==> src/rtl/alu_cmd_stage.sv <==
// alu_cmd_stage: FIFO-buffered command issue stage for a combinational 8-bit ALU,
// with a valid/ready result register and result chaining into operand x.
module alu_cmd_stage #(
    parameter int DEPTH = 4,
    parameter int AW    = 2
) (
    input  logic       clk,
    input  logic       rst_n,
    input  logic       in_valid,
    output logic       in_ready,
    input  logic [3:0] in_ctrl,
    input  logic [7:0] in_x,
    input  logic [7:0] in_y,
    input  logic       in_chain,
    output logic [3:0] alu_ctrl,
    output logic [7:0] alu_x,
    output logic [7:0] alu_y,
    input  logic       alu_carry,
    input  logic [7:0] alu_out,
    output logic       out_valid,
    input  logic       out_ready,
    output logic       out_carry,
    output logic [7:0] out_data,
    output logic [3:0] out_ctrl
);
    typedef enum logic [1:0] {IDLE, EXEC, WAIT} state_t;
    state_t        r_state, w_next;
    logic [20:0]   r_mem [DEPTH];
    logic [AW-1:0] r_wr, r_rd;
    logic [AW:0]   r_cnt;
    logic [7:0]    r_acc;
    logic [20:0]   w_head;
    logic          w_push, w_pop, w_capture, w_out_free, w_busy;

    assign w_head     = r_mem[r_rd];
    assign in_ready   = r_cnt < (AW+1)'(DEPTH);
    assign w_push     = in_valid & in_ready;
    assign w_out_free = !out_valid | out_ready;
    assign w_busy     = r_state != IDLE;

    always_ff @(posedge clk or negedge rst_n)
        if (!rst_n) r_state <= IDLE;
        else        r_state <= w_next;

    always_comb
        w_next = (!w_busy || w_out_free) ? (|r_cnt ? EXEC : IDLE) : WAIT;

    always_comb begin
        w_capture = w_busy & w_out_free;
        w_pop     = |r_cnt & (!w_busy | w_capture);
    end

    always_ff @(posedge clk)
        if (w_push) r_mem[r_wr] <= {in_chain, in_ctrl, in_x, in_y};

    always_ff @(posedge clk or negedge rst_n) begin
        if (!rst_n) begin
            r_wr      <= '0;
            r_rd      <= '0;
            r_cnt     <= '0;
            r_acc     <= '0;
            alu_ctrl  <= '0;
            alu_x     <= '0;
            alu_y     <= '0;
            out_valid <= 1'b0;
            out_carry <= 1'b0;
            out_data  <= '0;
            out_ctrl  <= '0;
        end else begin
            if (w_push) r_wr <= r_wr + 1'b1;
            if (w_push != w_pop) r_cnt <= w_push ? r_cnt + 1'b1 : r_cnt - 1'b1;
            if (w_pop) begin
                r_rd     <= r_rd + 1'b1;
                alu_ctrl <= w_head[19:16];
                // a chained command loaded on a capture edge must see the result being captured
                alu_x    <= w_head[20] ? (w_capture ? alu_out : r_acc) : w_head[15:8];
                alu_y    <= w_head[7:0];
            end
            if (w_capture) begin
                out_valid <= 1'b1;
                out_carry <= alu_carry;
                out_data  <= alu_out;
                out_ctrl  <= alu_ctrl;
                r_acc     <= alu_out;
            end else if (out_ready) begin
                out_valid <= 1'b0;
            end
        end
    end
endmodule

==> config.mk <==
export PLATFORM = sky130hd
export DESIGN_NAME = alu_cmd_stage
export DESIGN_NICKNAME = d
export VERILOG_FILES = /design/src/rtl/alu_cmd_stage.sv
export SDC_FILE = /design/constraint.sdc
export NUM_CORES = 1
export LEC_CHECK = 0
export ABC_CLOCK_PERIOD_IN_PS = 4440
export CORE_MARGIN = 4
export CORE_UTILIZATION = 30
export DETAILED_ROUTE_END_ITERATION = 8
export MAX_ROUTING_LAYER = met4
export PLACE_DENSITY = 0.54
export SYNTH_ARGS = -nofsm -noshare
export SYNTH_HDL_FRONTEND = slang
export SYNTH_SLANG_ARGS = --single-unit
==> constraint.sdc <==
create_clock -name clk -period 4.44 [get_ports clk]
set_clock_uncertainty 0.2 [all_clocks]
set_input_delay 0.888 -clock clk [delete_from_list [all_inputs] [get_ports clk]]
set_output_delay 0.888 -clock clk [all_outputs]
set_load 0.02 [all_outputs]
==> flow_summary.json, run 1 <==
{
  "dp.final_hpwl_um": 6700,
  "die_w_um": 141,
  "rsz_0062_raised_after_global_routing": "false",
  "hold_path.startpoint": "out_data[1]",
  "worst_r2r_path_depth": 4,
  "non_filler_instances": 620,
  "finalWorstSetupSlack_ps": 1460,
  "clock_pin_transition_on_the_worst_setup_and_hold_timing_paths_ps": 50,
  "final.period_utilization_pct": 67.1,
  "worstHoldEndpoint": "out_data[1]",
  "htree_levels": 4,
  "criticalPathCategory": "in -> reg",
  "via_density_per_instance": 4.42,
  "drt_pre_antenna_iters": 4,
  "hold_buffers": 0,
  "design.core.area_um2": 17300,
  "synth-async-reset-ratio_pct": 37.8,
  "maximum_fanout_along_the_worst_path": 21,
  "endpoint_kind": "register",
  "floorplan.die_area_um2": 19800,
  "placementRows": 48,
  "tritoncts": "built",
  "count_of_flip_flops_with_a_built_in_enable_after_synthesis": 84,
  "synth-main-ff-cell": "sky130_fd_sc_hd__edfxtp_1",
  "maxCapViolCount": 0,
  "regToRegStartpoint": "out_valid",
  "netlist_instances": 303,
  "slew-limit-headroom_pct": 54.9,
  "hold_viol_final": 0,
  "timing.critical_path.buf_inv": 1,
  "dp_worst_setup_slack_ps": 1000,
  "cpMaxStageDelayCell": "sky130_fd_sc_hd__o32a_2",
  "synth-warning-count": 0,
  "tritoncts.num_buffers": 17,
  "totalWireLength_um": 10100,
  "yosysTopAreaCellShare_pct": 47.7,
  "finalSetupViolations": 0,
  "worstSetupStartpointType": "input port",
  "globalRoute.totalOverflow": 0,
  "fmax_ghz": 0.335,
  "power.static_leakage_nw": 2.57,
  "route.detailed.drc": 0,
  "fin_worst_hold_slack_ps": 273,
  "yosys.cell_types.count": 34,
  "synth_sequential_area_ratio_pct": 71.8,
  "cell_count_post_placement": 588,
  "end_of_the_worst_register_to_register_path": "r_cnt[1]",
  "syn-cell-area_um2": 5290,
  "portBuffers": 68,
  "net_count_synth": 342,
  "slowest_delay_ps": 670,
  "insertion_delay_ps": 410,
  "grt_pass1_vias": 2948,
  "postCtsResizedCells": 0,
  "postSynthRegisterBits": 135,
  "insertedDiodeCount": 0,
  "timing.critical_path.arrival_ps": 3070,
  "drive_above_1_share_pct": 17.7,
  "max-clock-path-buffers": 2,
  "ys_top_cells_by_area": "sky130_fd_sc_hd__edfxtp_1 48%, sky130_fd_sc_hd__dfrtp_1 24%, sky130_fd_sc_hd__mux4_2 6.0%",
  "synthesis.area_per_instance_um2": 17.5,
  "place_congestion": 0.721,
  "nNetsFinal": 421,
  "first_pass_grt_wire_length_um": 16100,
  "clock_sinks": 135,
  "critPathTopFamily": "compound AO/OA/AOI/OAI gates",
  "outcome": "completed",
  "critPathRequiredTime_ps": 4530,
  "design.portCount": 69,
  "area_leader_netlist": "sky130_fd_sc_hd__edfxtp_1",
  "vias": 2738,
  "dr_iter_0_viols": 179,
  "worstPathCellList": "clkdlybuf4s50_1 -> nand2b_1 -> o32a_2 -> xnor2_2 -> mux2_2",
  "worst-r2r-setup-slack_ps": 2070,
  "total_grt_usage_pct": 11.2,
  "ir_drop_v": 0.000305,
  "worst_slew_pin_slew_ps": 674,
  "largest_net_degree_at_the_start_of_global_routing": 27,
  "dieHeight_um": 141,
  "tns_ps": 0,
  "power_per_cell_area_nw_per_um2": 710,
  "detail-route-antenna-nets": 0,
  "hold_depth": 1,
  "flow.area_growth_from_synthesis_pct": 26.7,
  "synth.most_common_cell": "sky130_fd_sc_hd__edfxtp_1",
  "initial_standard_cell_utilization_of_the_core_pct": 30.6,
  "synth.cells.most_frequent": "84 x sky130_fd_sc_hd__edfxtp_1, 51 x sky130_fd_sc_hd__dfrtp_1, 28 x sky130_fd_sc_hd__nand2_1",
  "post-route-util_pct": 38.8,
  "min_period_ps": 2980,
  "number_of_antenna_violations_at_the_first_check_in_global_routing": 0,
  "min_path_type": "reg -> reg",
  "final_max_slew_viol_count": 0,
  "cts.repair_timing.setup_buffer_count": 0,
  "cts_root_buf": "sky130_fd_sc_hd__clkbuf_16",
  "wl_per_cell_um": 16.3
}
final cells by class:
type	count	area, µm²
Tap cell	225	282
Timing Repair Buffer	76	736
Clock buffer	25	485
Clock inverter	7	30.0
Inverter	5	18.8
Multi-Input combinational cell	147	1350
Fill cell	1606	10600
Sequential cell	135	3800
power breakdown:
group	switching, mW	internal [mW]
clock	0.465	0.746
combinational	0.841	0.844
sequential	0.163	1.70
placed cells by master (no fill, tap or decap), types with 4 or more instances in the layout:
cell type	instances
sky130_fd_sc_hd__a21boi_0	7
sky130_fd_sc_hd__a21o_1	8
sky130_fd_sc_hd__a31oi_1	8
sky130_fd_sc_hd__and2_1	5
sky130_fd_sc_hd__and3_1	8
sky130_fd_sc_hd__buf_4	8
sky130_fd_sc_hd__clkbuf_1	5
sky130_fd_sc_hd__clkbuf_16	17
sky130_fd_sc_hd__clkdlybuf4s50_1	67
sky130_fd_sc_hd__clkinv_1	4
sky130_fd_sc_hd__dfrtp_1	51
sky130_fd_sc_hd__edfxtp_1	84
sky130_fd_sc_hd__ha_1	4
sky130_fd_sc_hd__inv_1	5
sky130_fd_sc_hd__mux2_2	6
sky130_fd_sc_hd__mux2_4	8
sky130_fd_sc_hd__mux4_1	6
sky130_fd_sc_hd__mux4_2	14
sky130_fd_sc_hd__nand2_1	28
sky130_fd_sc_hd__nor2_1	12
sky130_fd_sc_hd__o21ai_0	9
sky130_fd_sc_hd__or2_2	8
per-stage QoR:
| step | area (µm²) | power (mW) |
|---|---|---|
| after floorplan | 5290 | 3.03 |
| after global placement | 6190 | 3.57 |
| after detailed placement | 6190 | 3.62 |
| after CTS | 6700 | 4.84 |
| after global routing | 6700 | 5.04 |
| final | 6700 | 4.76 |
flip-flops by register name, summed over array words and instances (netlist names):
| name | flops |
|---|---|
| alu_ctrl | 4 |
| alu_x | 8 |
| alu_y | 8 |
| out_carry | 1 |
| out_ctrl | 4 |
| out_data | 8 |
| out_valid | 1 |
| r_acc | 8 |
| r_cnt | 3 |
| r_mem | 84 |
| r_rd | 2 |
| r_state | 2 |
| r_wr | 2 |
cell families (layout without fill, tap and decap cells):
| group | Yosys count | after routing | synth area share [%] |
|---|---|---|---|
| xor+xnor | 5 | 5 | 0.970 |
| fa+ha+maj | 5 | 5 | 1.32 |
| flops | 135 | 135 | 71.8 |
| compound gates | 36 | 36 | 4.54 |
| mux | 37 | 37 | 13.1 |
| simple gates | 64 | 64 | 5.68 |
| buf+inv | 21 | 113 | 2.63 |
worst max path at each step:
stage,startpoint,cells after the start,to,slack [ps]
2_1_floorplan,in_valid,7,r_cnt[2],2090
3_3_place_gp,out_ready,5,r_cnt[1],1070
3_5_place_dp,in_valid,4,r_mem[3][18],1000
4_1_cts,in_valid,4,r_mem[3][16],1430
5_1_grt,out_ready,5,r_cnt[1],1320
6_report,out_ready,5,r_cnt[1],1460
layer usage:
| layer | global-route usage (%) | up-vias | wire, µm |
|---|---|---|---|
| met5 | - | - | 0 |
| met4 | 4.90 | 0 | 205 |
| met3 | 3.53 | 18 | 382 |
| met2 | 16.8 | 53 | 4790 |
| met1 | 13.9 | 1371 | 4710 |
| li1 | - | 1296 | - |
worst register-to-register path, cell delays in order, from the launching register on:
cell and delay, ps:
sky130_fd_sc_hd__dfrtp_1 370, sky130_fd_sc_hd__nand2b_1 450, sky130_fd_sc_hd__o32a_2 670, sky130_fd_sc_hd__xnor2_2 200, sky130_fd_sc_hd__mux2_2 350
(Power assumes the default switching activity.)
==> run 2: changes to the inputs <==
--- a/config.mk
+++ b/config.mk
@@ -5,12 +5,12 @@
 export SDC_FILE = /design/constraint.sdc
 export NUM_CORES = 1
 export LEC_CHECK = 0
-export ABC_CLOCK_PERIOD_IN_PS = 4440
+export ABC_CLOCK_PERIOD_IN_PS = 2650
 export CORE_MARGIN = 4
 export CORE_UTILIZATION = 30
 export DETAILED_ROUTE_END_ITERATION = 8
 export MAX_ROUTING_LAYER = met4
-export PLACE_DENSITY = 0.54
+export PLACE_DENSITY = 0.55
 export SYNTH_ARGS = -nofsm -noshare
 export SYNTH_HDL_FRONTEND = slang
 export SYNTH_SLANG_ARGS = --single-unit
==> constraint.sdc (replaced) <==
create_clock -name clk -period 2.65 [get_ports clk]
set_clock_uncertainty 0.2 [all_clocks]
set_input_delay 0.53 -clock clk [delete_from_list [all_inputs] [get_ports clk]]
set_output_delay 0.53 -clock clk [all_outputs]
set_load 0.02 [all_outputs]
==> flow_summary.json, run 2 (synthesis results as in run 1) <==
{
  "outcome": "completed",
  "first_pass_grt_wire_length_um": 16500,
  "number_of_antenna_violations_at_the_first_check_in_global_routing": 0,
  "worstSetupStartpointType": "register",
  "timing.critical_path.buf_inv": 1,
  "min_path_type": "in -> async",
  "cts.repair_timing.setup_buffer_count": 0,
  "route.detailed.drc": 0,
  "postCtsResizedCells": 0,
  "slowest_delay_ps": 630,
  "critPathTopFamily": "multiplexers",
  "ir_drop_v": 0.000643,
  "placed_cell_area_um2": 6280,
  "portBuffers": 68,
  "fin_area_um2": 6820,
  "flow.area_growth_from_synthesis_pct": 28.9,
  "insertion_delay_ps": 400,
  "critPathRequiredTime_ps": 2770,
  "power_per_cell_area_nw_per_um2": 1200,
  "placementRows": 48,
  "maxCapViolCount": 0,
  "worstPathCellList": "buf_12 -> mux2i_1 -> o21ai_0 -> a31oi_1",
  "htree_levels": 4,
  "dieHeight_um": 141,
  "min_period_ps": 2260,
  "vias": 2788,
  "criticalPathCategory": "reg -> reg",
  "final_max_slew_viol_count": 0,
  "power.static_leakage_nw": 2.62,
  "die_w_um": 141,
  "post-route-util_pct": 39.4,
  "fmax_ghz": 0.443,
  "dr_iter_0_viols": 127,
  "maximum_fanout_along_the_worst_path": 19,
  "final.period_utilization_pct": 85.2,
  "globalRoute.totalOverflow": 0,
  "timing.critical_path.arrival_ps": 2370,
  "via_density_per_instance": 4.47,
  "largest_net_degree_at_the_start_of_global_routing": 52,
  "largest_register": "r_mem",
  "totalWireLength_um": 10300,
  "wl_per_cell_um": 16.5,
  "final_common_cell": "sky130_fd_sc_hd__edfxtp_1",
  "drt_pre_antenna_iters": 4,
  "clock_sinks": 135,
  "dp.final_hpwl_um": 6460,
  "slew-limit-headroom_pct": 52.0,
  "endpoint_kind": "register",
  "insertedDiodeCount": 0,
  "detail-route-antenna-nets": 0,
  "grt_pass1_vias": 2987,
  "hold_buffers": 0,
  "floorplan.die_area_um2": 19800,
  "rsz_0062_raised_after_global_routing": "false",
  "layout_common_cells": "84 x sky130_fd_sc_hd__edfxtp_1, 67 x sky130_fd_sc_hd__clkdlybuf4s50_1, 51 x sky130_fd_sc_hd__dfrtp_1, 28 x sky130_fd_sc_hd__nand2_1, 17 x sky130_fd_sc_hd__clkbuf_16",
  "cts_root_buf": "sky130_fd_sc_hd__clkbuf_16",
  "cpMaxStageDelayCell": "sky130_fd_sc_hd__mux2i_1",
  "tns_ps": 0,
  "largest_register_ffs": 84,
  "finalSetupViolations": 0,
  "max-clock-path-buffers": 2,
  "total_grt_usage_pct": 11.4,
  "place_congestion": 0.692,
  "hold_viol_final": 0,
  "worst_slew_pin_slew_ps": 700,
  "design.core.area_um2": 17300,
  "drive_above_1_share_pct": 19.3,
  "design.portCount": 69,
  "tritoncts": "built",
  "nNetsFinal": 425,
  "tritoncts.num_buffers": 17,
  "clock_pin_transition_on_the_worst_setup_and_hold_timing_paths_ps": 50,
  "initial_standard_cell_utilization_of_the_core_pct": 30.6,
  "fin_worst_hold_slack_ps": 49.2
}
==> run 2: cell types whose count changed in the layout (fill, tap and decap cells not counted) <==
cell,delta
sky130_fd_sc_hd__buf_12,+5
sky130_fd_sc_hd__clkinv_1,-4
sky130_fd_sc_hd__clkbuf_8,+2
sky130_fd_sc_hd__buf_4,-1
sky130_fd_sc_hd__clkbuf_1,+1
sky130_fd_sc_hd__clkinv_2,+1
==> run 2: final cells by class <==
class,instances,area [µm²]
Sequential cell,135,3800
Inverter,5,18.8
Timing Repair Buffer,80,828
Clock buffer,28,517
Multi-Input combinational cell,147,1350
Fill cell,1596,10500
Clock inverter,4,20.0
Tap cell,225,282
==> run 2: worst paths after layout <==
check	start	endpoint	slack, ps	cells past startpoint
worst max-delay path	r_rd[0]	alu_x[2]	390	4
worst min-delay path	rst_n	out_ctrl[2]	50	2
worst max register to register	r_rd[0]	alu_x[2]	390	4
worst min register to register	out_data[1]	out_data[1]	270	1
max in group asynchronous	rst_n	r_acc[1]	1740	2
min in group clk	out_data[1]	out_data[1]	270	1
==> run 2: per-stage QoR <==
stage	setup slack (ps)	instances	power [mW]
finish	393	624	8.16
floorplan	660	303	5.07
global placement	258	592	6.12
CTS	373	624	8.30
detailed placement	230	592	6.16
global route	189	624	8.66
==> run 2: per-layer routing <==
metal | global-route usage [%] | vias up | share of wire, %
met3 | 3.63 | 5 | 4.6
met1 | 14.6 | 1417 | 47
met4 | 4.28 | 0 | 0.76
met5 | - | - | 0
met2 | 17.0 | 62 | 47
li1 | - | 1304 | -
==> run 2: where the power goes <==
part           switching, mW  internal, mW  total (mW)
clock network          0.781          1.32        2.10
registers              0.279          2.85        3.12
logic                   1.44          1.49        2.94
==> run 3: changes to the inputs <==
--- a/config.mk
+++ b/config.mk
@@ -7,10 +7,10 @@
 export LEC_CHECK = 0
 export ABC_CLOCK_PERIOD_IN_PS = 2650
 export CORE_MARGIN = 4
-export CORE_UTILIZATION = 30
+export CORE_UTILIZATION = 49
 export DETAILED_ROUTE_END_ITERATION = 8
 export MAX_ROUTING_LAYER = met4
-export PLACE_DENSITY = 0.55
+export PLACE_DENSITY = 0.75
 export SYNTH_ARGS = -nofsm -noshare
 export SYNTH_HDL_FRONTEND = slang
 export SYNTH_SLANG_ARGS = --single-unit
==> flow_summary.json, run 3 (synthesis results as in run 1) <==
{
  "outcome": "completed",
  "first_pass_grt_wire_length_um": 15700,
  "placementRows": 37,
  "worstSetupStartpointType": "register",
  "end_of_the_worst_register_to_register_path": "alu_x[2]",
  "largest_register_ffs": 84,
  "min_path_type": "in -> async",
  "min_period_ps": 2330,
  "clock_pin_transition_on_the_worst_setup_and_hold_timing_paths_ps": 60,
  "nNetsFinal": 427,
  "worstPathCellList": "inv_1 -> clkdlybuf4s50_1",
  "tritoncts.num_buffers": 17,
  "initial_standard_cell_utilization_of_the_core_pct": 50.8,
  "vias": 2861,
  "number_of_antenna_violations_at_the_first_check_in_global_routing": 0,
  "timing.critical_path.arrival_ps": 1600,
  "final_max_slew_viol_count": 0,
  "regToRegStartpoint": "r_rd[0]",
  "tns_ps": 0,
  "die_w_um": 112,
  "dp.final_hpwl_um": 6370,
  "endpoint_kind": "output port",
  "power_per_cell_area_nw_per_um2": 1250,
  "via_density_per_instance": 5.33,
  "dieHeight_um": 112,
  "detail-route-antenna-nets": 0,
  "hold_viol_final": 0,
  "worst_r2r_path_depth": 4,
  "finalSetupViolations": 0,
  "wl_per_cell_um": 18.1,
  "worst_slew_pin_slew_ps": 583,
  "route.detailed.drc": 0,
  "flow.area_growth_from_synthesis_pct": 28.9,
  "place_congestion": 0.750,
  "worst-r2r-setup-slack_ps": 690,
  "slew-limit-headroom_pct": 60.0,
  "critPathRequiredTime_ps": 1920,
  "power.static_leakage_nw": 2.66,
  "dp_worst_setup_slack_ps": 216,
  "fillerInstances": 731,
  "drive_above_1_share_pct": 20.7,
  "final.period_utilization_pct": 87.9,
  "layout_common_cells": "84 x sky130_fd_sc_hd__edfxtp_1, 67 x sky130_fd_sc_hd__clkdlybuf4s50_1, 51 x sky130_fd_sc_hd__dfrtp_1, 28 x sky130_fd_sc_hd__nand2_1, 16 x sky130_fd_sc_hd__clkbuf_16",
  "final_common_cell": "sky130_fd_sc_hd__edfxtp_1",
  "globalRoute.totalOverflow": 0,
  "floorplan.die_area_um2": 12500,
  "dr_iter_0_viols": 178,
  "report.power.total_mw": 8.53,
  "ir_drop_v": 0.000576,
  "portBuffers": 68,
  "insertion_delay_ps": 520,
  "cts_root_buf": "sky130_fd_sc_hd__clkbuf_8",
  "largest_net_degree_at_the_start_of_global_routing": 22,
  "tritoncts": "built",
  "insertedDiodeCount": 0,
  "htree_levels": 4,
  "totalWireLength_um": 9710,
  "criticalPathCategory": "reg -> out",
  "max-clock-path-buffers": 2,
  "clock_sinks": 135,
  "maximum_fanout_along_the_worst_path": 4,
  "design.core.area_um2": 10400,
  "total_grt_usage_pct": 17.0,
  "grt_pass1_vias": 2957,
  "cpMaxStageDelayCell": "sky130_fd_sc_hd__clkdlybuf4s50_1",
  "rsz_0062_raised_after_global_routing": "false",
  "maxCapViolCount": 0,
  "drt_pre_antenna_iters": 4,
  "design.portCount": 69,
  "finalWorstSetupSlack_ps": 320,
  "slowest_delay_ps": 600,
  "postCtsResizedCells": 0,
  "largest_register": "r_mem",
  "fmax_ghz": 0.429
}
-- run 3: worst max-delay path by stage --
| stage | startpoint | to | slack (ps) | depth (start not counted) |
|---|---|---|---|---|
| floorplan | in_valid | r_cnt[2] | 660 | 7 |
| global placement | in_valid | r_cnt[2] | 270 | 7 |
| detailed placement | in_valid | r_cnt[2] | 220 | 7 |
| CTS | r_cnt[2] | in_ready | 300 | 2 |
| global route | r_cnt[2] | in_ready | 260 | 2 |
| finish | r_cnt[2] | in_ready | 320 | 2 |
-- run 3: layout make-up --
class / instances / area (µm²) / share of cell area (%)
Clock buffer: 18 / 418 / 6.13
Inverter: 5 / 18.8 / 0.275
Timing Repair Buffer: 82 / 833 / 12.2
Clock inverter: 14 / 225 / 3.30
Multi-Input combinational cell: 147 / 1350 / 19.9
Sequential cell: 135 / 3800 / 55.7
Tap cell: 136 / 170 / 2.50
-- run 3: worst max-delay path: cells and delay by family, from the launching register on --
family | cells | cell delay (ps)
buf+inv | 2 | 680
flops | 1 | 410
-- run 3: repair_timing --
item,CTS,global route
setup buffers,0,0
hold endpoints to repair,14,0
hold buffers,1,0
endpoints found under the setup margin,0,0
-- run 3: metrics by stage --
| stage | utilization [%] | cell area, µm² | cells | hold slack, ps |
|---|---|---|---|---|
| 2_1_floorplan | - | 5290 | 303 | 34.4 |
| 3_3_place_gp | 59.2 | 6160 | 504 | 256 |
| 3_5_place_dp | 59.2 | 6160 | 504 | 266 |
| 4_1_cts | 65.5 | 6820 | 537 | 264 |
| 5_1_grt | 65.5 | 6820 | 537 | 291 |
| 6_report | 65.5 | 6820 | 537 | 265 |
-- run 3: power breakdown --
part	internal [mW]	switching (mW)	total (mW)
clock network	1.63	0.859	2.49
registers	2.85	0.285	3.13
logic	1.48	1.43	2.90
-- run 3: layer usage --
| layer | global-route usage (%) | part of all wire [%] | vias to the layer above |
|---|---|---|---|
| li1 | - | - | 1316 |
| met1 | 21.3 | 43 | 1452 |
| met2 | 27.0 | 51 | 81 |
| met3 | 4.29 | 4.8 | 12 |
| met4 | 6.33 | 1.3 | 0 |
| met5 | - | 0 | - |
